[src/rtl/pong_pkg.sv]
// Shared types and helpers for the Pong match sequencer: state encoding,
// winner codes, score/seconds widths and a saturating score increment.
package pong_pkg;

   localparam int SCORE_W   = 4;
   localparam int SECONDS_W = 6;

   typedef enum logic [2:0] {
      ST_IDLE  = 3'd0,
      ST_SERVE = 3'd1,
      ST_PLAY  = 3'd2,
      ST_POINT = 3'd3,
      ST_OVER  = 3'd4
   } match_state_t;

   localparam logic [1:0] WIN_NONE = 2'b00;
   localparam logic [1:0] WIN_P1   = 2'b01;
   localparam logic [1:0] WIN_P2   = 2'b10;
   localparam logic [1:0] WIN_DRAW = 2'b11;

   function automatic logic [SCORE_W-1:0] sat_inc(input logic [SCORE_W-1:0] s);
      return (s == '1) ? s : s + 1'b1;
   endfunction

   // Equal scores are a draw only when the match can end on time.
   function automatic logic [1:0] winner_of(input logic [SCORE_W-1:0] s1,
                                            input logic [SCORE_W-1:0] s2,
                                            input logic draw_allowed);
      if (s1 > s2) return WIN_P1;
      if (s2 > s1) return WIN_P2;
      return draw_allowed ? WIN_DRAW : WIN_NONE;
   endfunction

endpackage

[src/rtl/sec_tick_gen.sv]
// Enabled one-second prescaler: counts 0..TICKS_PER_SEC-1 while enabled,
// pulses sec_tick on the terminal count, and holds at 0 when disabled.
module sec_tick_gen #(
   parameter int TICKS_PER_SEC = 100_000_000
) (
   input  logic clk,
   input  logic reset,
   input  logic enable,
   output logic sec_tick
);

   localparam int CNT_W = (TICKS_PER_SEC > 1) ? $clog2(TICKS_PER_SEC) : 1;
   localparam logic [CNT_W-1:0] LAST = CNT_W'(TICKS_PER_SEC - 1);

   logic [CNT_W-1:0] count;

   always_ff @(posedge clk or posedge reset) begin
      if (reset) begin
         count <= '0;
      end else if (!enable) begin
         count <= '0;
      end else if (count == LAST) begin
         count <= '0;
      end else begin
         count <= count + 1'b1;
      end
   end

   assign sec_tick = enable && (count == LAST);

endmodule

[src/rtl/pong_match_ctrl.sv]
// Pong match sequencer: serve/play/point flow, scores, match timer and winner.
// Define PONG_MATCH_TIMER_EN to build in the countdown match timer.
module pong_match_ctrl
   import pong_pkg::*;
#(
   parameter int TICKS_PER_SEC = 100_000_000,
   parameter int MATCH_SECONDS = 59,
   parameter int WIN_SCORE     = 7,
   parameter int SERVE_FRAMES  = 60
) (
   input  logic       clk,
   input  logic       reset,
   input  logic       refresh_tick,
   input  logic       start_btn,
   input  logic       goal_left,
   input  logic       goal_right,
   output logic       ball_run,
   output logic       ball_recenter,
   output logic       serve_dir,
   output logic [3:0] score_player1,
   output logic [3:0] score_player2,
   output logic [5:0] seconds,
   output logic [2:0] state,
   output logic       game_over,
   output logic [1:0] winner
);

   localparam int FRAME_W = (SERVE_FRAMES > 0) ? $clog2(SERVE_FRAMES + 1) : 1;
   localparam logic [FRAME_W-1:0] FRAMES_LOAD = FRAME_W'(SERVE_FRAMES);
   localparam logic [SCORE_W-1:0] WIN_LIM = SCORE_W'(WIN_SCORE);

`ifdef PONG_MATCH_TIMER_EN
   localparam logic DRAW_OK = 1'b1;
`else
   localparam logic DRAW_OK = 1'b0;
`endif

   match_state_t       state_q, state_d;
   logic [SCORE_W-1:0] score1_q, score1_d;
   logic [SCORE_W-1:0] score2_q, score2_d;
   logic               serve_q, serve_d;
   logic [1:0]         winner_q, winner_d;
   logic [FRAME_W-1:0] frames_q, frames_d;
   logic               recenter_q, recenter_d;
   logic               run_q, run_d;
   logic               over_q, over_d;
   logic               expire;
   logic               timer_done;

`ifdef PONG_MATCH_TIMER_EN
   logic [SECONDS_W-1:0] seconds_q, seconds_d;
   logic                 sec_enable;
   logic                 sec_tick;

   assign sec_enable = (state_q == ST_SERVE) || (state_q == ST_PLAY);

   sec_tick_gen #(
      .TICKS_PER_SEC(TICKS_PER_SEC)
   ) u_sec_tick (
      .clk      (clk),
      .reset    (reset),
      .enable   (sec_enable),
      .sec_tick (sec_tick)
   );

   always_ff @(posedge clk or posedge reset) begin
      if (reset) begin
         seconds_q <= SECONDS_W'(MATCH_SECONDS);
      end else begin
         seconds_q <= seconds_d;
      end
   end

   assign seconds = seconds_q;
`else
   assign seconds = '0;
`endif

   always_ff @(posedge clk or posedge reset) begin
      if (reset) begin
         state_q    <= ST_IDLE;
         score1_q   <= '0;
         score2_q   <= '0;
         serve_q    <= 1'b0;
         winner_q   <= WIN_NONE;
         frames_q   <= '0;
         recenter_q <= 1'b0;
         run_q      <= 1'b0;
         over_q     <= 1'b0;
      end else begin
         state_q    <= state_d;
         score1_q   <= score1_d;
         score2_q   <= score2_d;
         serve_q    <= serve_d;
         winner_q   <= winner_d;
         frames_q   <= frames_d;
         recenter_q <= recenter_d;
         run_q      <= run_d;
         over_q     <= over_d;
      end
   end

   // Timer expiry is resolved first so the state case can let a goal score
   // in the same cycle and still override the destination with OVER.
   always_comb begin
      state_d    = state_q;
      score1_d   = score1_q;
      score2_d   = score2_q;
      serve_d    = serve_q;
      winner_d   = winner_q;
      frames_d   = frames_q;
      recenter_d = 1'b0;
      expire     = 1'b0;
      timer_done = 1'b0;
`ifdef PONG_MATCH_TIMER_EN
      seconds_d  = seconds_q;
      if (sec_tick) begin
         if (seconds_q <= SECONDS_W'(1)) begin
            seconds_d = '0;
            expire    = 1'b1;
         end else begin
            seconds_d = seconds_q - 1'b1;
         end
      end
      timer_done = (seconds_q == '0);
`endif

      case (state_q)
         ST_IDLE, ST_OVER: begin
            if (start_btn) begin
               score1_d   = '0;
               score2_d   = '0;
               winner_d   = WIN_NONE;
               serve_d    = 1'b0;
`ifdef PONG_MATCH_TIMER_EN
               seconds_d  = SECONDS_W'(MATCH_SECONDS);
`endif
               recenter_d = 1'b1;
               frames_d   = FRAMES_LOAD;
               state_d    = ST_SERVE;
            end
         end
         ST_SERVE: begin
            if (refresh_tick) begin
               if (frames_q <= FRAME_W'(1)) begin
                  frames_d = '0;
                  state_d  = ST_PLAY;
               end else begin
                  frames_d = frames_q - 1'b1;
               end
            end
            if (expire) begin
               state_d = ST_OVER;
            end
         end
         ST_PLAY: begin
            if (goal_left) begin
               score2_d = sat_inc(score2_q);
            end
            if (goal_right) begin
               score1_d = sat_inc(score1_q);
            end
            if (goal_left && !goal_right) begin
               serve_d = 1'b0;
            end
            if (goal_right && !goal_left) begin
               serve_d = 1'b1;
            end
            if (goal_left || goal_right) begin
               state_d = ST_POINT;
            end
            if (expire) begin
               state_d = ST_OVER;
            end
         end
         ST_POINT: begin
            if ((score1_q >= WIN_LIM) || (score2_q >= WIN_LIM) || timer_done) begin
               state_d = ST_OVER;
            end else begin
               recenter_d = 1'b1;
               frames_d   = FRAMES_LOAD;
               state_d    = ST_SERVE;
            end
         end
         default: begin
            state_d = ST_IDLE;
         end
      endcase

      if ((state_d == ST_OVER) && (state_q != ST_OVER)) begin
         winner_d = winner_of(score1_d, score2_d, DRAW_OK);
      end

      run_d  = (state_d == ST_PLAY);
      over_d = (state_d == ST_OVER);
   end

   assign state         = state_q;
   assign score_player1 = score1_q;
   assign score_player2 = score2_q;
   assign serve_dir     = serve_q;
   assign winner        = winner_q;
   assign ball_recenter = recenter_q;
   assign ball_run      = run_q;
   assign game_over     = over_q;

endmodule
[config.mk]
export PLATFORM = sky130hd
export DESIGN_NAME = pong_match_ctrl
export DESIGN_NICKNAME = d
export VERILOG_FILES = /design/src/rtl/pong_pkg.sv /design/src/rtl/sec_tick_gen.sv /design/src/rtl/pong_match_ctrl.sv
export SDC_FILE = /design/constraint.sdc
export NUM_CORES = 1
export LEC_CHECK = 0
export ABC_AREA = 1
export BUFFER_PORTS_ARGS = -buffer_cell sky130_fd_sc_hd__buf_2
export CAP_MARGIN = 20
export CORE_MARGIN = 10
export CORE_UTILIZATION = 30
export DETAILED_ROUTE_END_ITERATION = 10
export HOLD_SLACK_MARGIN = 0.15
export PLACE_DENSITY_LB_ADDON = 0.3
export SLEW_MARGIN = 10
export SYNTH_ARGS = -nofsm -noshare
export SYNTH_HDL_FRONTEND = slang
export SYNTH_SLANG_ARGS = --single-unit
[constraint.sdc]
create_clock -name clk -period 2.6 [get_ports clk]
set_clock_uncertainty 0.15 [all_clocks]
set_input_delay 0.78 -clock clk [delete_from_list [all_inputs] [get_ports clk]]
set_output_delay 0.78 -clock clk [all_outputs]
set_load 0.02 [all_outputs]
== After elaboration in Yosys (flattened, before gate mapping) ==
Cells that the tools add are included.

* Bits in registers: 23
* Output and inout bits: 23

* Add/subtract/negate cells: 3
* $lt $le $gt $ge: 5
* Equal/unequal tests: 13
* Multiplexer cells: 38
* Reduce and logical (&&, ||, !) cells: 16

{| class="wikitable"
|+ Operators with widths
! kind !! number
|-
| two-way mux 4 bit || 6
|-
| two-way mux 6 bit || 4
|-
| case mux 6 bit (3 select lines) || 1
|-
| case mux 4 bit (2 select lines) || 2
|-
| two-way mux 3 bit || 5
|-
| two-way mux 2 bit || 7
|-
| case mux 3 bit (4 select lines) || 1
|-
| two-way mux 1 bit || 10
|-
| equality test 3 x 2 -> 1 bit, second input constant || 3
|-
| adder 4 x 1 -> 4 bit, second input constant || 2
|-
| equality test 4 bit, second input constant || 2
|-
| >= comparator 4 x 3 -> 1 bit, second input constant || 2
|-
| > comparator 4 bit || 2
|-
| equality test 3 bit, second input constant || 2
|-
| less-or-equal comparator 6 x 1 -> 1 bit, second input constant || 1
|-
| != test 2 bit, second input constant || 3
|-
| != test 3 bit, second input constant || 2
|-
| nonzero test 2 bit || 3
|-
| subtractor 6 x 1 -> 6 bit, second input constant || 1
|-
| case mux 1 bit (2 select lines) || 2
|-
| AND reduction 4 bit || 1
|-
| equality test 3 x 1 -> 1 bit, second input constant || 1
|-
| logical AND 1 bit || 3
|-
| zero test 3 bit || 1
|-
| other kinds (6) || 8
|}

== Longest topological paths before layout ==
Gate-level depths: netlist of the first run.

* Word-level depth: 12
* Gate-level depth with buffers: 15

== Worst setup path before layout of the first run ==
No wires, ideal clock.

* Path type: input to register
* Start: input goal_right
* End: register winner_q[0], in the netlist winner[0]
* Arrival time: 2017 ps
* Required time: 2321 ps
* Slack: 304 ps
* Cell stages on the path: 12
* Path buffers: 1
* Cells stage by stage: buf_2 -> nand4_1 -> nand2_1 -> nand2_1 -> nor2_1 -> a21oi_2 -> ha_1 -> nand2_1 -> inv_1 -> nand2_1 -> o211ai_1 -> o21ai_0

* Word-level cells in the longest chain between the ends: 9

{| class="wikitable"
|+ Ends and longest elaborated chain
! element !! RTL line !! RTL
|-
| start, declared || pong_match_ctrl.sv:16 || <nowiki>input logic goal_right,</nowiki>
|-
| two-way mux 4 bit || pong_match_ctrl.sv:160 || <nowiki>if (goal_right) begin</nowiki>
|-
| case mux 4 bit (2 select lines) || pong_match_ctrl.sv:128 || <nowiki>case (state_q)</nowiki>
|-
| > comparator 4 bit || pong_pkg.sv:30 || <nowiki>if (s2 > s1) return WIN_P2;</nowiki>
|-
| two-way mux 1 bit (2 in a row) || pong_pkg.sv:30 ||
|-
| two-way mux 1 bit || pong_match_ctrl.sv:190 || <nowiki>if ((state_d == ST_OVER) && (state_q != ST_OVER)) begin</nowiki>
|-
| two-way mux 2 bit || pong_pkg.sv:31 || <nowiki>return draw_allowed ? WIN_DRAW : WIN_NONE;</nowiki>
|-
| two-way mux 2 bit || pong_pkg.sv:30 ||
|-
| two-way mux 2 bit || pong_match_ctrl.sv:190 ||
|-
| end signal, assigned || pong_match_ctrl.sv:95 || <nowiki>winner_q <= winner_d;</nowiki>
|-
| end, declared || pong_match_ctrl.sv:42 || <nowiki>logic [1:0] winner_q, winner_d;</nowiki>
|}

Parallel ways exist; a longest one is shown, timed or not. The select of a mux whose other input is x is not followed.
A chain may end at the register's enable or synchronous reset.

== Worst setup path in the final report of the first run ==
* Start: register score2_q[0], in the netlist score_player2[0]
* End: register winner_q[0], in the netlist winner[0]

* Word-level cells in the longest chain between the ends: 11

{| class="wikitable"
|+ Ends and longest elaborated chain
! element !! RTL line !! RTL
|-
| start, declared || pong_match_ctrl.sv:40 || <nowiki>logic [SCORE_W-1:0] score2_q, score2_d;</nowiki>
|-
| start signal, assigned || pong_match_ctrl.sv:93 || <nowiki>score2_q <= score2_d;</nowiki>
|-
| adder 4 x 1 -> 4 bit or equality test 4 bit (tied branches) || pong_pkg.sv:22 || <nowiki>return (s == '1) ? s : s + 1'b1;</nowiki>
|-
| two-way mux 4 bit * || pong_pkg.sv:22 ||
|-
| two-way mux 4 bit * || pong_match_ctrl.sv:157 || <nowiki>if (goal_left) begin</nowiki>
|-
| case mux 4 bit (2 select lines) * || pong_match_ctrl.sv:128 ||
|-
| via score2_d[3] || pong_match_ctrl.sv:40 ||
|-
| > comparator 4 bit || pong_pkg.sv:30 ||
|-
| two-way mux 1 bit (2 in a row) || pong_pkg.sv:30 ||
|-
| two-way mux 1 bit || pong_match_ctrl.sv:190 ||
|-
| two-way mux 2 bit || pong_pkg.sv:31 ||
|-
| two-way mux 2 bit * || pong_pkg.sv:30 ||
|-
| two-way mux 2 bit * || pong_match_ctrl.sv:190 ||
|}

The timed path passes the listed nets; every way through them passes the cells marked *. The select of a mux whose other input is x is not followed.

==> metrics, run 1 <==
final worst path period share=85.8%; Peak VDD IR=0.321 mV; post-DR vias/cell=4.59; synth top area cells=dfrtp_1 (40%), nand2_1 (14%), inv_1 (7.0%); port bufs=22; fmax=448 MHz; leak pwr=0.960 nW; PwrDens=788 nW/um2; Starting Density=30.9%; Skew-Pair Late Insertion Delay=260 ps; Nets=240; Slew Limit Fails=0; CTS sink cnt=23; Post-CTS Setup Bufs=0; grt total ovfl=0; Chip Height=89.5 um; Yosys reg bits=23; RSZ-0062 raised after global routing=false; critical-path cell list=ha_1, nand3_1, nand2_1, o21ai_0, o21ai_0, ha_1, nand2_1, inv_1, nand2_1, o211ai_1, o21ai_0; Hold Buf Count CTS=0; CTS tree=built; Seq/Total Area, Yosys=39.8%; RD Place Congestion=0.779; total number of vias=1282; first-pass GRT wire length=5.72 mm; Crit path max-delay family=compound AO/OA/AOI/OAI gates; Max stage delay cell, worst path=dfrtp_1; Max Root-Sink Buffers=2; vias in the first global route=1256; Fin Setup TNS=0 ps; Buf/Inv on CP=1; post-layout min period=2230 ps; Startpoint Class=register; GR Util All Layers=9.01%; wire per inst=12.1 um; Iteration-0 DRC Markers=80; Total Wirelength=3.36 mm; Final Hold Viols=0; Critical Path End Type=register; Yosys top cell area share=39.8%; antenna violations before repair=0; H-tree depth=1; share of cells above drive strength 1=18.2%; crit path max fanout=5; pin count of the biggest net entering global routing=24; Max-Cap Viols=0; # IOs=29; Worst EP arrival=2220 ps; most frequent cells in the layout=nand2_1 (53), inv_1 (27), dfrtp_1 (23); Pre-Repair DR Iteration Count=4; Std-Cell Rows=25; die area=8000 um2; total CTS buffers=3; cell area after layout=1660 um2; Die Wd=89.5 um; area of the mapped netlist=1450 um2; outcome=finished clean; CP max stage delay=420 ps; Hold Path Class=register to register; yosys warns=0; Mapped Avg Cell Area=7.31 um2; Netlist cell types=24; Syn-to-layout area delta=14.8%; Worst Path Required=2590 ps; DP Area=1620 um2; antenna cell count=0; most common cell after layout, fill and taps aside=nand2_1; area leader, netlist=dfrtp_1; final setup fails=0; worst hold slack=359 ps; post-cts sizing count=0; CORE AREA=4690 um2; Syn Inst Count=198; clock slew seen by the registers of the worst setup and hold paths=80 ps; Remaining DRCs=0; DP HPWL=2.69 mm; CTS Root Cell=clkbuf_8; crit path kind=register to register; post-route ant nets=0
-- per-layer routing --
layer | GRT usage, % | vias up | part of all wire, %
met4 | 1.45 | 0 | 0.24
met5 | 0 | - | 0
li1 | - | 670 | -
met1 | 10.0 | 592 | 44
met3 | 2.92 | 2 | 5.5
met2 | 16.4 | 18 | 50
-- path summary, 6_finish.rpt --
kind	startpoint	end	slack, ps	cells after the start
worst min-delay path	frames_q[0]$_DFFE_PP0P_	frames_q[0]$_DFFE_PP0P_	360	2
worst min register to register	frames_q[0]$_DFFE_PP0P_	frames_q[0]$_DFFE_PP0P_	360	2
worst max register to register	score_player2[0]$_DFF_PP0_	winner[0]$_DFFE_PP0P_	370	11
max in group asynchronous	reset	game_over$_DFF_PP0_	1660	3
worst max-delay path	score_player2[0]$_DFF_PP0_	winner[0]$_DFFE_PP0P_	370	11
min in group asynchronous	reset	frames_q[3]$_DFFE_PP0P_	400	3
-- registers in the layout, summed over array words and instances, names as in the netlist --
signal and count:
frames_q 6, game_over 1, ball_recenter 1, score_player1 4
winner 2, state 3, score_player2 4, ball_run 1
serve_dir 1
-- final cells by class --
cell class              count  area (um2)
inverters                  30         113
clock buffers               4        45.0
flip-flops and latches     23         576
repair buffers             25         133
well taps                  54        67.6
fillers                   521        3030
multi-input cells         143         728
-- cell families after synthesis --
| group | after synthesis | share of synthesized area (%) |
|---|---|---|
| fa+ha+maj | 8 | 6.91 |
| simple gates | 97 | 29.0 |
| xor+xnor | 1 | 0.605 |
| other cells | 1 | 0.259 |
| buf+inv | 37 | 11.2 |
| compound gates | 31 | 12.2 |
| flops | 23 | 39.8 |
-- synthesized netlist by cell type --
| cell | count |
|---|---|
| nor3b_1 | 1 |
| conb_1 | 1 |
| nor2_2 | 2 |
| dfrtp_1 | 23 |
| nor2_4 | 2 |
| nand2_2 | 1 |
| nand3_2 | 1 |
| nor2_1 | 20 |
| o21ai_0 | 12 |
| ha_1 | 8 |
| nand3_1 | 15 |
| nand2_1 | 53 |
| buf_4 | 6 |
| a31oi_1 | 1 |
| o31ai_1 | 1 |
| buf_2 | 1 |
| nand4_1 | 2 |
| inv_1 | 27 |
| a21oi_1 | 12 |
| inv_2 | 3 |
| o211ai_1 | 1 |
| a21oi_2 | 1 |
| xor2_1 | 1 |
| o21ai_2 | 3 |
-- worst register-to-register path: stages, from the launching register on --
cell      delay (ps)
dfrtp_1          420
ha_1             250
nand3_1           90
nand2_1           90
o21ai_0          180
o21ai_0          140
ha_1             310
nand2_1           50
inv_1             80
nand2_1           50
o211ai_1         190
o21ai_0          100
-- report_power, final --
part / internal, mW / switching (mW) / total (mW)
Combinational: 0.205 / 0.371 / 0.576
Clock: 0.109 / 0.114 / 0.223
Sequential: 0.436 / 0.0753 / 0.511
Total: 0.750 / 0.560 / 1.31
-- stage by stage --
stage / util (%) / std cells / worst slack, ps / total power, mW
after global placement: 34.5 / 275 / 169 / 1.10
after global routing: 35.4 / 279 / 111 / 1.46
after detailed placement: 34.5 / 275 / 161 / 1.10
after CTS: 35.4 / 279 / 372 / 1.33
final: 35.4 / 279 / 370 / 1.31
after floorplan: - / 203 / 304 / 0.959
(Power assumes the default switching activity.)
==> inputs of run 2 (changes only) <==
--- a/config.mk
+++ b/config.mk
@@ -5,7 +5,7 @@
 export SDC_FILE = /design/constraint.sdc
 export NUM_CORES = 1
 export LEC_CHECK = 0
-export ABC_AREA = 1
+export ABC_AREA = 0
 export BUFFER_PORTS_ARGS = -buffer_cell sky130_fd_sc_hd__buf_2
 export CAP_MARGIN = 20
 export CORE_MARGIN = 10
==> metrics, run 2 <==
outcome=finished clean; most frequent cell after synthesis=dfrtp_1; Std-Cell Rows=25 (unchanged); total number of vias=1228 (-4.2%); yosys warns=0 (unchanged); Metal-1 WL=1.56 mm (+4.7%); crit path kind=register to register; Final Hold Viols=0 (unchanged); Max stage delay cell, worst path=dfrtp_2; routed length on met2=1.63 mm (-2.7%); total CTS buffers=3 (unchanged); Die Wd=89.6 um (+0.17%); clock slew seen by the registers of the worst setup and hold paths=80 ps (about the same); Post-synth EDFFs=0 (unchanged); Mapped Avg Cell Area=9.63 um2 (+32%); pin count of the biggest net entering global routing=24 (unchanged); WL met3=222 um (+19%); Syn Inst Count=151 (-24%); Skew-Pair Late Insertion Delay=270 ps (about the same); final core occ=37.3% (+1.9 points); PwrDens=524 nW/um2 (-34%); Top reg by flops=frames_q; antenna cell count=0 (unchanged); Nets=201 (-16%); Hold Path Class=input pin to async pin; GR Util All Layers=9.52% (+0.51 points); setup slack at placement=-44.8 ps (-206 ps); Worst EP arrival=2470 ps (+250 ps); share of cells above drive strength 1=30.1% (+12 points); vias in the first global route=1277 (+1.7%); area of the mapped netlist=1450 um2 (+0.43%); CP max stage delay=430 ps (about the same); # IOs=29 (unchanged); crit path max fanout=7 (+2); Max-Cap Viols=0 (unchanged); Iteration-0 DRC Markers=33 (-59%); port bufs=22 (unchanged); Max Root-Sink Buffers=2 (unchanged); Netlist cell types=47 (+96%); Post-synth top flop=dfrtp_1; Syn-to-layout area delta=21.3%; fmax=411 MHz (-8.4%); CTS Root Cell=clkbuf_8; max reg flops=6 (unchanged); R2R Setup Slk=170 ps (-200 ps); Post-synth ARST share=100% (unchanged); post-layout min period=2430 ps (+205 ps); worst slew pin tran=800 ps; Yosys top cell area share=39.6% (-0.17 points); RSZ-0062 raised after global routing=false; die area=8030 um2 (+0.34%); leak pwr=0.854 nW (-11%); final setup fails=0 (unchanged); final worst path period share=93.6% (+7.9 points); Startpoint Class=register; Fin Setup TNS=0 ps (unchanged); worst hold slack=388 ps (+29.7 ps); Final Worst Setup Slack=165 ps (-205 ps); CORE AREA=4720 um2 (+0.67%); Slew Limit Fails=0 (unchanged); wire per inst=13.7 um (+13%); Crit path max-delay family=simple AND/OR/NAND/NOR gates; most frequent cells in the layout=buf_2 (22), dfrtp_1 (21), nor2_1 (14); Hold Buf Count CTS=0 (unchanged); Slew headroom=46.2%; antenna violations before repair=0 (unchanged); Peak VDD IR=0.234 mV (-27%); RD Place Congestion=0.806 (+3.5%); Yosys reg bits=23 (unchanged); CTS tree=built; Remaining DRCs=0 (unchanged); critical-path cell list=nor3b_4, buf_6, and3_1, nor2_1, a211o_1, ha_4, nand3_1, o221ai_2, nand3_1, o21ai_1; Commonest cells post-synth=dfrtp_1 (23), nor2_1 (14), nand3_1 (10); Buf/Inv on CP=1 (unchanged); CP most frequent cell=nand3_1; area leader, netlist=dfrtp_1; synth top area cells=dfrtp_1 (40%), ha_1 (6.9%), nor2_1 (3.6%); Critical Path End Type=register; DP HPWL=2.70 mm (+0.39%); grt total ovfl=0 (unchanged); highest routed layer=met4; Starting Density=30.8% (-0.072 points); post-route ant nets=0 (unchanged); most common cell after layout, fill and taps aside=buf_2; first-pass GRT wire length=6.02 mm (+5.2%); post-DR vias/cell=4.85 (+5.6%); CTS sink cnt=23 (unchanged); Worst Path Required=2640 ps (+50 ps); H-tree depth=1 (unchanged); Chip Height=89.6 um (+0.17%); Total Wirelength=3.45 mm (+2.7%); Seq/Total Area, Yosys=39.6% (-0.17 points); Pre-Repair DR Iteration Count=6 (+2)
run 2: cell types whose count changed after synthesis, sizes merged, moves of 4 or more:
cell / before / now
nand2: 54 / 9
o21ai: 15 / 5
inv: 30 / 8
nand3: 16 / 10
nor2b: 0 / 5
nor3: 0 / 5
nor3b: 1 / 5
a21oi: 13 / 5
mux2: 0 / 4
nor2: 24 / 15
run 2: repair_timing:
item | 4_1_cts | 5_1_grt
gates resized for setup | 0 | 4
setup endpoints to repair | 0 | 2
buffers inserted | 0 | 1
run 2: logic make-up (layout without fill, tap and decap cells):
family                   after synthesis  count (layout)  synth area share (%)
AND/OR/NAND/NOR                       62              62                  24.5
AO/OA/AOI/OAI                         33              33                  16.6
flip-flops                            23              23                  39.6
buffers and inverters                 17              47                  6.97
adder cells (fa/ha/maj)                8               8                  6.88
multiplexers                           7               7                  5.16
other                                  1               6                 0.258
run 2: worst paths after layout:
kind                                       start                      end  cells past startpoint
max in group asynchronous                  reset       state[1]$_DFF_PP0_                      3
min reg2reg                winner[1]$_DFFE_PP0P_    winner[1]$_DFFE_PP0P_                      2
max reg2reg                   state[0]$_DFF_PP0_    winner[1]$_DFFE_PP0P_                     10
max                           state[0]$_DFF_PP0_    winner[1]$_DFFE_PP0P_                     10
min in group clk           winner[1]$_DFFE_PP0P_    winner[1]$_DFFE_PP0P_                      2
min                                        reset  frames_q[1]$_DFFE_PP0P_                      3
run 2: tightest hold or removal path, delay by kind of cell:
family / cells / cell delay [ps]
buf+inv: 3 / 420
run 2: routing by layer:
metal / vias up / GRT usage [%]
met2: 23 / 15.7
met3: 5 / 2.98
li1: 610 / -
met5: - / 0
met4: 0 / 3.03
met1: 590 / 11.5
run 2: stage by stage:
stage,cell area (um2),instances,total power [mW]
after CTS,1730,252,0.941
after detailed placement,1690,248,0.709
after global placement,1690,248,0.705
after global routing,1760,253,0.997
final,1760,253,0.923
after floorplan,1480,156,0.651
run 2: area by class of cell:
cell class                 count  area [um2]
tap                           67        83.8
fill                         485        2960
timing repair buffer          35         211
clock buffer                   4        45.0
multi-input combinational    116         815
sequential                    23         578
inverter                       8        30.0
run 2: power breakdown:
| part | internal (mW) | leakage (nW) | switching (mW) |
|---|---|---|---|
| logic | 0.109 | 0.539 | 0.134 |
| clock network | 0.110 | 0.0228 | 0.115 |
| registers | 0.407 | 0.292 | 0.0479 |
| total | 0.626 | 0.854 | 0.297 |
==> inputs of run 3 (changes only) <==
==> constraint.sdc (replaced) <==
create_clock -name clk -period 2.6 [get_ports clk]
set_clock_uncertainty 0.15 [all_clocks]
set_input_delay 0 -clock clk [delete_from_list [all_inputs] [get_ports clk]]
set_output_delay 0 -clock clk [all_outputs]
set_load 0.02 [all_outputs]
==> metrics, run 3 (synthesis gave the netlist of run 2 again) <==
Total Wirelength=3.45 mm (-0.26%); Worst EP arrival=2470 ps (about the same); worst r2r dst=winner[1]$_DFFE_PP0P_; # IOs=29 (unchanged); Remaining DRCs=0 (unchanged); post-route ant nets=0 (unchanged); vias in the first global route=1203 (-5.8%); worst slew pin tran=919 ps (+119 ps); H-tree depth=1 (unchanged); Startpoint Class=register; Worst Path Required=2640 ps (about the same); final std cells w/o fill=255 (+0.79%); DP HPWL=2.53 mm (-6.4%); Final Hold Viols=0 (unchanged); RD Place Congestion=0.840 (+4.2%); Std-Cell Rows=25 (unchanged); Max-Cap Viols=0 (unchanged); total CTS buffers=3 (unchanged); crit path max fanout=4 (-3); Starting Density=30.8% (unchanged); RSZ-0062 raised after global routing=false; leak pwr=0.863 nW (+1.0%); Hold Path Class=input pin to async pin; total number of vias=1241 (+1.1%); R2R Setup Slk=170 ps (about the same); CTS sink cnt=23 (unchanged); grt total ovfl=0 (unchanged); Fin Setup TNS=0 ps (unchanged); Cells after DPL=241 (-2.8%); final-layout fill cell count=479 (-1.2%); PwrDens=519 nW/um2 (-0.89%); Slew headroom=38.6% (-7.5 points); fmax=411 MHz (+0.14%); crit path kind=register to register; pin count of the biggest net entering global routing=24 (unchanged); Chip Height=89.6 um (unchanged); worst hold slack=328 ps (-60.2 ps); most common cell after layout, fill and taps aside=buf_2; setup slack at placement=124 ps (+168 ps); max reg flops=6 (unchanged); Syn-to-layout area delta=23.6%; final setup fails=0 (unchanged); Final Worst Setup Slack=169 ps (+3.39 ps); wire per inst=13.5 um (-1.0%); GR Util All Layers=8.99% (-0.53 points); Slew Limit Fails=0 (unchanged); Worst Reg-to-Reg Cells=9 (-1); antenna cell count=0 (unchanged); Pre-Repair DR Iteration Count=4 (-2); die area=8030 um2 (unchanged); Top reg by flops=frames_q; Die Wd=89.6 um (unchanged); Critical Path End Type=register; CTS Root Cell=clkbuf_8; antenna violations before repair=0 (unchanged); clock slew seen by the registers of the worst setup and hold paths=90 ps (about the same); Peak VDD IR=0.272 mV (+16%); CTS tree=built; outcome=finished clean; most frequent cells in the layout=buf_2 (22), dfrtp_1 (21), nor2_1 (14); Max Root-Sink Buffers=2 (unchanged); first-pass GRT wire length=5.75 mm (-4.4%); Iteration-0 DRC Markers=60 (+82%); start of the worst register-to-register path=state[0]$_DFF_PP0_; CORE AREA=4720 um2 (unchanged); port bufs=22 (unchanged); share of cells above drive strength 1=28.7% (-1.4 points); Skew-Pair Late Insertion Delay=270 ps (about the same); Nets=203 (+1.0%); post-DR vias/cell=4.87 (+0.27%); final worst path period share=93.5% (-0.13 points); post-layout min period=2430 ps (-3.39 ps)
run 3: cell count changes in the layout (fill, tap and decap cells not counted), sizes merged:
| cell | before | now |
|---|---|---|
| dlygate4sd3 | 0 | 6 |
| clkbuf | 4 | 3 |
| buf | 35 | 31 |
| clkinv | 0 | 1 |
run 3: layout make-up:
class	count	area (um2)	area share (%)
timing repair buffer	37	241	13.4
inverter	8	30.0	1.67
clock buffer	3	41.3	2.30
tap	67	83.8	4.67
sequential	23	578	32.2
multi-input combinational	116	817	45.5
clock inverter	1	5.00	0.279
run 3: worst max path at each step:
stage | startpoint | endpoint | slack (ps) | depth (start not counted)
floorplan | state[0]$_DFF_PP0_ | winner[1]$_DFFE_PP0P_ | 10 | 10
global placement | score_player2[0]$_DFF_PP0_ | winner[1]$_DFFE_PP0P_ | 200 | 8
detailed placement | state[2]$_DFF_PP0_ | winner[1]$_DFFE_PP0P_ | 120 | 9
CTS | state[2]$_DFF_PP0_ | winner[1]$_DFFE_PP0P_ | 80 | 9
global route | state[0]$_DFF_PP0_ | winner[1]$_DFFE_PP0P_ | 40 | 10
finish | state[0]$_DFF_PP0_ | winner[1]$_DFFE_PP0P_ | 170 | 9
run 3: critical path, cell delays in order (launching register included):
cell and delay (ps):
dfrtp_2 430, nor3b_4 240, nand2_2 100, or4b_1 510, o211a_1 180, ha_4 280, nand3_1 90, o221ai_2 160
nand3_1 90, o21ai_1 120
run 3: through the flow:
stage               total power [mW]  util, %  cell area, um2
detailed placement             0.699     34.6            1640
CTS                            0.945     37.1            1750
floorplan                      0.651        -            1480
global placement               0.697     34.6            1640
finish                         0.932     38.0            1800
global route                    1.00     38.0            1800
run 3: timing repair:
item / 4_1_cts / 5_1_grt
setup endpoints to repair: 0 / 3
setup buffers: 0 / 4
resized for setup: 0 / 5
endpoints found under the hold margin: 39 / 0
hold buffers: 7 / 0
run 3: routing by layer:
metal	GRT usage, %	part of all wire (%)
met1	11.5	46
met2	14.6	47
met3	2.98	6.5
met4	1.30	0.23
met5	0	0
run 3: report_power, final:
group	total, mW	leakage, nW	internal (mW)	switching (mW)
combinational	0.243	0.545	0.109	0.134
sequential	0.458	0.292	0.407	0.0513
clock	0.231	0.0255	0.107	0.123
